## src/rtl/mem_wb_if.sv

```systemverilog
// Bundle of signals between execute, the memory/writeback stage, data memory
// and the register file/CPSR.
interface mem_wb_if #(
    parameter int REG_ADDR_W = 4
);
    logic                  in_valid;
    logic                  in_ready;
    logic [32:0]           alu_result;
    logic [31:0]           cpsr_in;
    logic [31:0]           store_data;
    logic [REG_ADDR_W-1:0] rd;
    logic                  rd_we;
    logic                  set_flags;
    logic                  is_load;
    logic                  is_store;
    logic                  mem_req;
    logic                  mem_we;
    logic [31:0]           mem_addr;
    logic [31:0]           mem_wdata;
    logic [31:0]           mem_rdata;
    logic                  mem_ack;
    logic                  rf_we;
    logic [REG_ADDR_W-1:0] rf_waddr;
    logic [31:0]           rf_wdata;
    logic                  cpsr_we;
    logic [31:0]           cpsr_wdata;
    logic                  mem_fault;

    modport slave (
        input  in_valid, alu_result, cpsr_in, store_data, rd, rd_we, set_flags,
               is_load, is_store, mem_rdata, mem_ack,
        output in_ready, mem_req, mem_we, mem_addr, mem_wdata, rf_we, rf_waddr,
               rf_wdata, cpsr_we, cpsr_wdata, mem_fault
    );

    modport master (
        output in_valid, alu_result, cpsr_in, store_data, rd, rd_we, set_flags,
               is_load, is_store, mem_rdata, mem_ack,
        input  in_ready, mem_req, mem_we, mem_addr, mem_wdata, rf_we, rf_waddr,
               rf_wdata, cpsr_we, cpsr_wdata, mem_fault
    );
endinterface

```

## src/rtl/mem_wb_stage.sv

```systemverilog
// Memory/writeback stage: optional data-memory access over a req/ack handshake,
// then a one-cycle register-file and CPSR write; faults on misalignment or timeout.
module mem_wb_stage #(
    parameter int REG_ADDR_W  = 4,
    parameter int MEM_TIMEOUT = 16
) (
    input logic     clk,
    input logic     reset,
    mem_wb_if.slave bus
);
    localparam int CNT_W = (MEM_TIMEOUT > 1) ? $clog2(MEM_TIMEOUT) : 1;
    localparam logic [CNT_W-1:0] LAST_WAIT = CNT_W'(MEM_TIMEOUT - 1);

    typedef enum logic [1:0] {IDLE, MEM, WB, FAULT} state_t;

    state_t                state_q;
    logic [CNT_W-1:0]      waitCnt_q;
    logic                  isLoad_q;
    logic                  isStore_q;
    logic                  rdWe_q;
    logic                  setFlags_q;
    logic [REG_ADDR_W-1:0] rd_q;
    logic [31:0]           alu_q;
    logic [31:0]           cpsrIn_q;

    logic                  in_ready_q;
    logic                  mem_req_q;
    logic                  mem_we_q;
    logic [31:0]           mem_addr_q;
    logic [31:0]           mem_wdata_q;
    logic                  rf_we_q;
    logic [REG_ADDR_W-1:0] rf_waddr_q;
    logic [31:0]           rf_wdata_q;
    logic                  cpsr_we_q;
    logic [31:0]           cpsr_wdata_q;
    logic                  mem_fault_q;

    logic        memOp;
    logic        misaligned;
    logic [31:0] loadCpsr;
    logic        unusedOverflow;

    assign memOp          = bus.is_load | bus.is_store;
    assign misaligned     = (bus.alu_result[1:0] != 2'b00);
    // Loads only report N and Z; C and V are cleared.
    assign loadCpsr       = {bus.mem_rdata[31], (bus.mem_rdata == 32'd0), 30'd0};
    assign unusedOverflow = bus.alu_result[32];

    always_ff @(posedge clk or posedge reset) begin
        if (reset) begin
            state_q      <= IDLE;
            waitCnt_q    <= '0;
            isLoad_q     <= 1'b0;
            isStore_q    <= 1'b0;
            rdWe_q       <= 1'b0;
            setFlags_q   <= 1'b0;
            rd_q         <= '0;
            alu_q        <= '0;
            cpsrIn_q     <= '0;
            in_ready_q   <= 1'b0;
            mem_req_q    <= 1'b0;
            mem_we_q     <= 1'b0;
            mem_addr_q   <= '0;
            mem_wdata_q  <= '0;
            rf_we_q      <= 1'b0;
            rf_waddr_q   <= '0;
            rf_wdata_q   <= '0;
            cpsr_we_q    <= 1'b0;
            cpsr_wdata_q <= '0;
            mem_fault_q  <= 1'b0;
        end else begin
            rf_we_q     <= 1'b0;
            cpsr_we_q   <= 1'b0;
            mem_fault_q <= 1'b0;
            case (state_q)
                IDLE: begin
                    if (bus.in_valid && in_ready_q) begin
                        in_ready_q <= 1'b0;
                        isLoad_q   <= bus.is_load;
                        isStore_q  <= bus.is_store;
                        rdWe_q     <= bus.rd_we;
                        setFlags_q <= bus.set_flags;
                        rd_q       <= bus.rd;
                        alu_q      <= bus.alu_result[31:0];
                        cpsrIn_q   <= bus.cpsr_in;
                        if (memOp && misaligned) begin
                            state_q     <= FAULT;
                            mem_fault_q <= 1'b1;
                        end else if (memOp) begin
                            state_q     <= MEM;
                            waitCnt_q   <= '0;
                            mem_req_q   <= 1'b1;
                            mem_we_q    <= bus.is_store;
                            mem_addr_q  <= bus.alu_result[31:0];
                            mem_wdata_q <= bus.store_data;
                        end else begin
                            state_q      <= WB;
                            rf_we_q      <= bus.rd_we;
                            rf_waddr_q   <= bus.rd;
                            rf_wdata_q   <= bus.alu_result[31:0];
                            cpsr_we_q    <= bus.set_flags;
                            cpsr_wdata_q <= bus.cpsr_in;
                        end
                    end else begin
                        in_ready_q <= 1'b1;
                    end
                end
                MEM: begin
                    // Ack is checked before the timeout so a last-cycle ack still succeeds.
                    if (bus.mem_ack) begin
                        state_q      <= WB;
                        mem_req_q    <= 1'b0;
                        rf_we_q      <= rdWe_q & ~isStore_q;
                        rf_waddr_q   <= rd_q;
                        rf_wdata_q   <= isLoad_q ? bus.mem_rdata : alu_q;
                        cpsr_we_q    <= setFlags_q;
                        cpsr_wdata_q <= isLoad_q ? loadCpsr : cpsrIn_q;
                    end else if (waitCnt_q == LAST_WAIT) begin
                        state_q     <= FAULT;
                        mem_req_q   <= 1'b0;
                        mem_fault_q <= 1'b1;
                    end else begin
                        waitCnt_q <= waitCnt_q + 1'b1;
                    end
                end
                WB, FAULT: begin
                    state_q    <= IDLE;
                    in_ready_q <= 1'b1;
                end
                default: state_q <= IDLE;
            endcase
        end
    end

    assign bus.in_ready   = in_ready_q;
    assign bus.mem_req    = mem_req_q;
    assign bus.mem_we     = mem_we_q;
    assign bus.mem_addr   = mem_addr_q;
    assign bus.mem_wdata  = mem_wdata_q;
    assign bus.rf_we      = rf_we_q;
    assign bus.rf_waddr   = rf_waddr_q;
    assign bus.rf_wdata   = rf_wdata_q;
    assign bus.cpsr_we    = cpsr_we_q;
    assign bus.cpsr_wdata = cpsr_wdata_q;
    assign bus.mem_fault  = mem_fault_q;
endmodule

```

## src/flat_wrapper.sv

```systemverilog
// flat-port wrapper written by rule: the top's interface ports become plain ports
module mem_wb_stage_flat 
#(
    parameter int REG_ADDR_W  = 4,
    parameter int MEM_TIMEOUT = 16
)
  (clk, reset, bus_in_valid, bus_alu_result, bus_cpsr_in, bus_store_data, bus_rd, bus_rd_we, bus_set_flags, bus_is_load, bus_is_store, bus_mem_rdata, bus_mem_ack, bus_in_ready, bus_mem_req, bus_mem_we, bus_mem_addr, bus_mem_wdata, bus_rf_we, bus_rf_waddr, bus_rf_wdata, bus_cpsr_we, bus_cpsr_wdata, bus_mem_fault);
  mem_wb_if #(.REG_ADDR_W(REG_ADDR_W)) bus_i ();
  input logic clk;
  input logic reset;
  input wire logic [$bits(bus_i.in_valid)-1:0] bus_in_valid;
  input wire logic [$bits(bus_i.alu_result)-1:0] bus_alu_result;
  input wire logic [$bits(bus_i.cpsr_in)-1:0] bus_cpsr_in;
  input wire logic [$bits(bus_i.store_data)-1:0] bus_store_data;
  input wire logic [$bits(bus_i.rd)-1:0] bus_rd;
  input wire logic [$bits(bus_i.rd_we)-1:0] bus_rd_we;
  input wire logic [$bits(bus_i.set_flags)-1:0] bus_set_flags;
  input wire logic [$bits(bus_i.is_load)-1:0] bus_is_load;
  input wire logic [$bits(bus_i.is_store)-1:0] bus_is_store;
  input wire logic [$bits(bus_i.mem_rdata)-1:0] bus_mem_rdata;
  input wire logic [$bits(bus_i.mem_ack)-1:0] bus_mem_ack;
  output wire logic [$bits(bus_i.in_ready)-1:0] bus_in_ready;
  output wire logic [$bits(bus_i.mem_req)-1:0] bus_mem_req;
  output wire logic [$bits(bus_i.mem_we)-1:0] bus_mem_we;
  output wire logic [$bits(bus_i.mem_addr)-1:0] bus_mem_addr;
  output wire logic [$bits(bus_i.mem_wdata)-1:0] bus_mem_wdata;
  output wire logic [$bits(bus_i.rf_we)-1:0] bus_rf_we;
  output wire logic [$bits(bus_i.rf_waddr)-1:0] bus_rf_waddr;
  output wire logic [$bits(bus_i.rf_wdata)-1:0] bus_rf_wdata;
  output wire logic [$bits(bus_i.cpsr_we)-1:0] bus_cpsr_we;
  output wire logic [$bits(bus_i.cpsr_wdata)-1:0] bus_cpsr_wdata;
  output wire logic [$bits(bus_i.mem_fault)-1:0] bus_mem_fault;
  assign bus_i.in_valid = bus_in_valid;
  assign bus_i.alu_result = bus_alu_result;
  assign bus_i.cpsr_in = bus_cpsr_in;
  assign bus_i.store_data = bus_store_data;
  assign bus_i.rd = bus_rd;
  assign bus_i.rd_we = bus_rd_we;
  assign bus_i.set_flags = bus_set_flags;
  assign bus_i.is_load = bus_is_load;
  assign bus_i.is_store = bus_is_store;
  assign bus_i.mem_rdata = bus_mem_rdata;
  assign bus_i.mem_ack = bus_mem_ack;
  assign bus_in_ready = bus_i.in_ready;
  assign bus_mem_req = bus_i.mem_req;
  assign bus_mem_we = bus_i.mem_we;
  assign bus_mem_addr = bus_i.mem_addr;
  assign bus_mem_wdata = bus_i.mem_wdata;
  assign bus_rf_we = bus_i.rf_we;
  assign bus_rf_waddr = bus_i.rf_waddr;
  assign bus_rf_wdata = bus_i.rf_wdata;
  assign bus_cpsr_we = bus_i.cpsr_we;
  assign bus_cpsr_wdata = bus_i.cpsr_wdata;
  assign bus_mem_fault = bus_i.mem_fault;
  mem_wb_stage #(.REG_ADDR_W(REG_ADDR_W), .MEM_TIMEOUT(MEM_TIMEOUT)) u_core (.clk(clk), .reset(reset), .bus(bus_i));
endmodule
```

## config.mk

```make
export PLATFORM = sky130hd
export DESIGN_NAME = mem_wb_stage_flat
export DESIGN_NICKNAME = d
export VERILOG_FILES = /design/src/rtl/mem_wb_if.sv /design/src/rtl/mem_wb_stage.sv /design/src/flat_wrapper.sv
export SDC_FILE = /design/constraint.sdc
export NUM_CORES = 1
export LEC_CHECK = 0
export BUFFER_PORTS_ARGS = -buffer_cell sky130_fd_sc_hd__buf_2
export CAP_MARGIN = 30
export CORE_MARGIN = 2
export CORE_UTILIZATION = 27
export CTS_BUF_LIST = sky130_fd_sc_hd__clkbuf_2 sky130_fd_sc_hd__clkbuf_4 sky130_fd_sc_hd__clkbuf_8
export DETAILED_ROUTE_END_ITERATION = 16
export MAX_ROUTING_LAYER = met4
export PLACE_DENSITY = 0.52
export SLEW_MARGIN = 20
export SYNTH_ARGS = -nofsm -noshare
export SYNTH_HDL_FRONTEND = slang
export SYNTH_SLANG_ARGS = --single-unit
```

## constraint.sdc

```tcl
create_clock -name clk -period 21 [get_ports clk]
set_clock_uncertainty 0.1 [all_clocks]
set_input_delay 3.15 -clock clk [delete_from_list [all_inputs] [get_ports clk]]
set_output_delay 3.15 -clock clk [all_outputs]
set_load 0.05 [all_outputs]
```

==> flow_metrics.env <==
export IMPL_status="finished clean"
export IMPL_dr_pass1_iters=4
export IMPL_min_period_ns=5.10
export IMPL_core_um2=34400
export IMPL_combPwrFrac_pct=47.5
export IMPL_setup_worst_path_start="bus_in_valid"
export IMPL_drt_iter0_markers=238
export IMPL_postCtsSetupBuffers=0
export IMPL_crit_top_cell="buf_4"
export IMPL_cts_buffers=43
export IMPL_num_vias=6905
export IMPL_crit_path_end_kind="flip-flop"
export IMPL_finalWirelength_um=25600
export IMPL_root_buffer="clkbuf_8"
export IMPL_htree_levels=2
export IMPL_hold_violations=0
export IMPL_pre_cts_slack_ns=15.32
export IMPL_die_x_um=191
export IMPL_leakage_nw=5.86
export IMPL_rows=68
export IMPL_grt_max_degree=94
export IMPL_seq_power_share_pct=32.4
export IMPL_synth_edf_count=0
export IMPL_port_buffers=277
export IMPL_tns_ns=0
export IMPL_yosys_warnings=0
export IMPL_synth_flop_cell="dfrtp_1"
export IMPL_clkPwrFrac_pct=20.1
export IMPL_fmax_mhz=196
export IMPL_finalSetupViolations=0
export IMPL_p_per_area_nw_per_um2=185
export IMPL_area_growth_pct=28.9
export IMPL_holdWs_ns=0.372
export IMPL_fp_dieArea_um2=36300
export IMPL_slew_headroom_pct=38.9
export IMPL_slowest_delay_ns=0.63
export IMPL_vias_per_cell=4.48
export IMPL_post_synth_top_area_fraction_pct=57.5
export IMPL_cp_start_kind="input port"
export IMPL_r2r_start="u_core.state_q[0]$_DFFE_PP0P_"
export IMPL_p_int_w=0.00122
export IMPL_yosys_area_top_type="dfrtp_1"
export IMPL_antenna_found_initial=5
export IMPL_cap_violations=0
export IMPL_min_path_type="flip-flop to flip-flop"
export IMPL_grt_pass1_vias=7144
export IMPL_worst_path_buf_inv=3
export IMPL_io_pins=279
export IMPL_drive_above_1_share_pct=46.4
export IMPL_synthArstFlopShare_pct=100
export IMPL_cts_tree="built"
export IMPL_ys_ff_latch=216
export IMPL_synthTopCellsByArea="dfrtp_1 58%, mux2_2 13%, mux2_4 4.3%"
export IMPL_synth_cells=778
export IMPL_grt_usage_pct=14.7
export IMPL_crit_path_top_delay_cell="buf_4"
export IMPL_required_ns=21.38
export IMPL_worst_ep_arrival_time_ns=5.47
export IMPL_syn_nets=920
export IMPL_worstPathCellList="buf_2 -> nor4bb_4 -> buf_4 -> buf_4 -> a32o_1 -> nor4bb_1 -> a221o_1"
export IMPL_synth_cell_types=40
export IMPL_synth_area_um2=9400
export IMPL_criticalPathCategory="input port to flip-flop"
export IMPL_fin_crit_sh_pct=24.3
export IMPL_globalRoute_totalOverflow=0
export IMPL_cp_max_fo=41
export IMPL_synth_avg_cell_area_um2=12.1
export IMPL_grt_pass1_wl_um=40300
export IMPL_tightest_slew_ns=0.912
export IMPL_hpwl_um=17000
export IMPL_place_congestion=0.778
export IMPL_clkLatencyLatePin_ns=0.55
export IMPL_p_sw_share_pct=45.5
export IMPL_cts_sinks=216
export IMPL_synth_most_common_cell="dfrtp_1"
export IMPL_slew_viol_final=0
export IMPL_wl_per_cell_um=16.6
export IMPL_ir_drop_mv=0.0850
export IMPL_hp_start="u_core.bus.cpsr_wdata[21]$_DFFE_PP0P_"
export IMPL_yosysSeqAreaShare_pct=57.5
export IMPL_multi_input_area_um2=3710
export IMPL_final_net_count=1196
export IMPL_fillers=3499
export IMPL_layout_setup_ws_ns=15.90
export IMPL_final_antenna_net_count=0
export IMPL_cts_hold_fix_buffers=0
export IMPL_dieHeight_um=191
export IMPL_path_clk_slew_ns=0.05
export IMPL_p_sw_w=0.00102
export IMPL_synthTopCellsByCount="216 x dfrtp_1, 107 x mux2_2, 78 x nand2_1, 65 x a21oi_1, 65 x o21ai_0"
export IMPL_clockBufferDepth=3
export IMPL_rsz0062_at_grt="no"
export IMPL_cts_resized=0
export IMPL_crit_family="buffers and inverters"
export IMPL_drc=0
export IMPL_floorplan_initialDensity_pct=27.3
export IMPL_seqCellArea_um2=5410
per-stage QoR:
stage / std cells / total power [W] / utilization (%) / cell area (um^2)
global route: 1543 / 0.00239 / 35.2 / 12100
finish: 1543 / 0.00224 / 35.2 / 12100
detailed placement: 1463 / 0.00181 / 32.5 / 11200
global placement: 1463 / 0.00179 / 32.5 / 11200
CTS: 1537 / 0.00228 / 35.1 / 12100
floorplan: 778 / 0.00156 / - / 9400
worst paths after layout:
| kind | endpoint | slack (ns) | cells after the start |
|---|---|---|---|
| max | u_core.bus.cpsr_wdata[30]$_DFFE_PP0P_ | 15.90 | 7 |
| min | u_core.bus.cpsr_wdata[21]$_DFFE_PP0P_ | 0.37 | 2 |
| max reg2reg | u_core.bus.cpsr_wdata[30]$_DFFE_PP0P_ | 17.92 | 6 |
| min reg2reg | u_core.bus.cpsr_wdata[21]$_DFFE_PP0P_ | 0.37 | 2 |
| max in group asynchronous | u_core.isLoad_q$_DFFE_PP0P_ | 16.90 | 3 |
| min in group asynchronous | u_core.bus.mem_wdata[16]$_DFFE_PP0P_ | 2.62 | 2 |
cells by family after synthesis:
group | after synthesis | share of synthesized area, %
adders and majority gates | 1 | 0.133
and+or+nand+nor | 184 | 9.53
DFF | 216 | 57.5
buffers and inverters | 61 | 3.42
AOI/OAI and AO/OA | 146 | 8.43
muxes | 170 | 21.0
layer usage:
metal	global-route usage, %	share of wire, %
met1	18.4	44
met2	21.7	45
met3	4.55	7.1
met4	6.68	3.5
met5	-	0
cells in the final DEF, fill, tap and decap left out, types with 2 or more instances in the layout:
| cell | synthesis | final |
|---|---|---|
| buf_2 | 17 | 277 |
| dfrtp_1 | 216 | 215 |
| mux2_2 | 107 | 107 |
| nand2_1 | 78 | 78 |
| a21oi_1 | 65 | 65 |
| o21ai_0 | 65 | 65 |
| clkbuf_8 | 0 | 55 |
| nor2_1 | 43 | 43 |
| mux2i_1 | 36 | 36 |
| nor3b_1 | 30 | 30 |
| mux2_4 | 27 | 27 |
| clkbuf_4 | 0 | 14 |
| buf_4 | 5 | 9 |
| nor4_1 | 6 | 6 |
| a31oi_1 | 6 | 6 |
| diode_2 | 0 | 5 |
| nand4_1 | 5 | 5 |
| inv_1 | 5 | 4 |
| nor3_1 | 4 | 4 |
| clkinv_2 | 0 | 4 |
| nand3_1 | 3 | 3 |
| and3_1 | 2 | 2 |
| nand2b_1 | 3 | 2 |
| o22ai_1 | 2 | 2 |
| and2_1 | 2 | 2 |
flip-flops by register name (all words and copies together), names as in the netlist, 2 cells and up:
| signal | flops |
|---|---|
| u_core.bus.mem_wdata | 32 |
| u_core.alu_q | 32 |
| u_core.waitCnt_q | 4 |
| u_core.bus.rf_wdata | 32 |
| u_core.rd_q | 4 |
| u_core.state_q | 2 |
| u_core.bus.cpsr_wdata | 32 |
| u_core.bus.rf_waddr | 4 |
| u_core.cpsrIn_q | 32 |
| u_core.bus.mem_addr | 32 |
worst reg2reg max path, delay by kind of cell (launching register included):
family / cells / cell delay [ns]
buf+inv: 2 / 1.21
flops: 1 / 0.55
compound gates: 2 / 0.51
simple gates: 2 / 0.65
area by class of cell:
type	instances	share of cell area (%)
multi-input combinational	501	30.6
antenna	5	0.103
clock inverter	5	0.413
tap	455	4.70
sequential	216	44.6
inverter	5	0.217
clock buffer	69	7.12
timing repair buffer	287	12.2
power by group through the flow:
stage	Clock [W]	Sequential, W	Combinational [W]
6_report	0.000451	0.000726	0.00106
5_1_grt	0.000493	0.000754	0.00114
2_1_floorplan	0	0.00113	0.000427
3_5_place_dp	0	0.000731	0.00108
4_1_cts	0.000471	0.000726	0.00108
3_3_place_gp	0	0.000722	0.00107
Power figures use the tool's default switching activity.
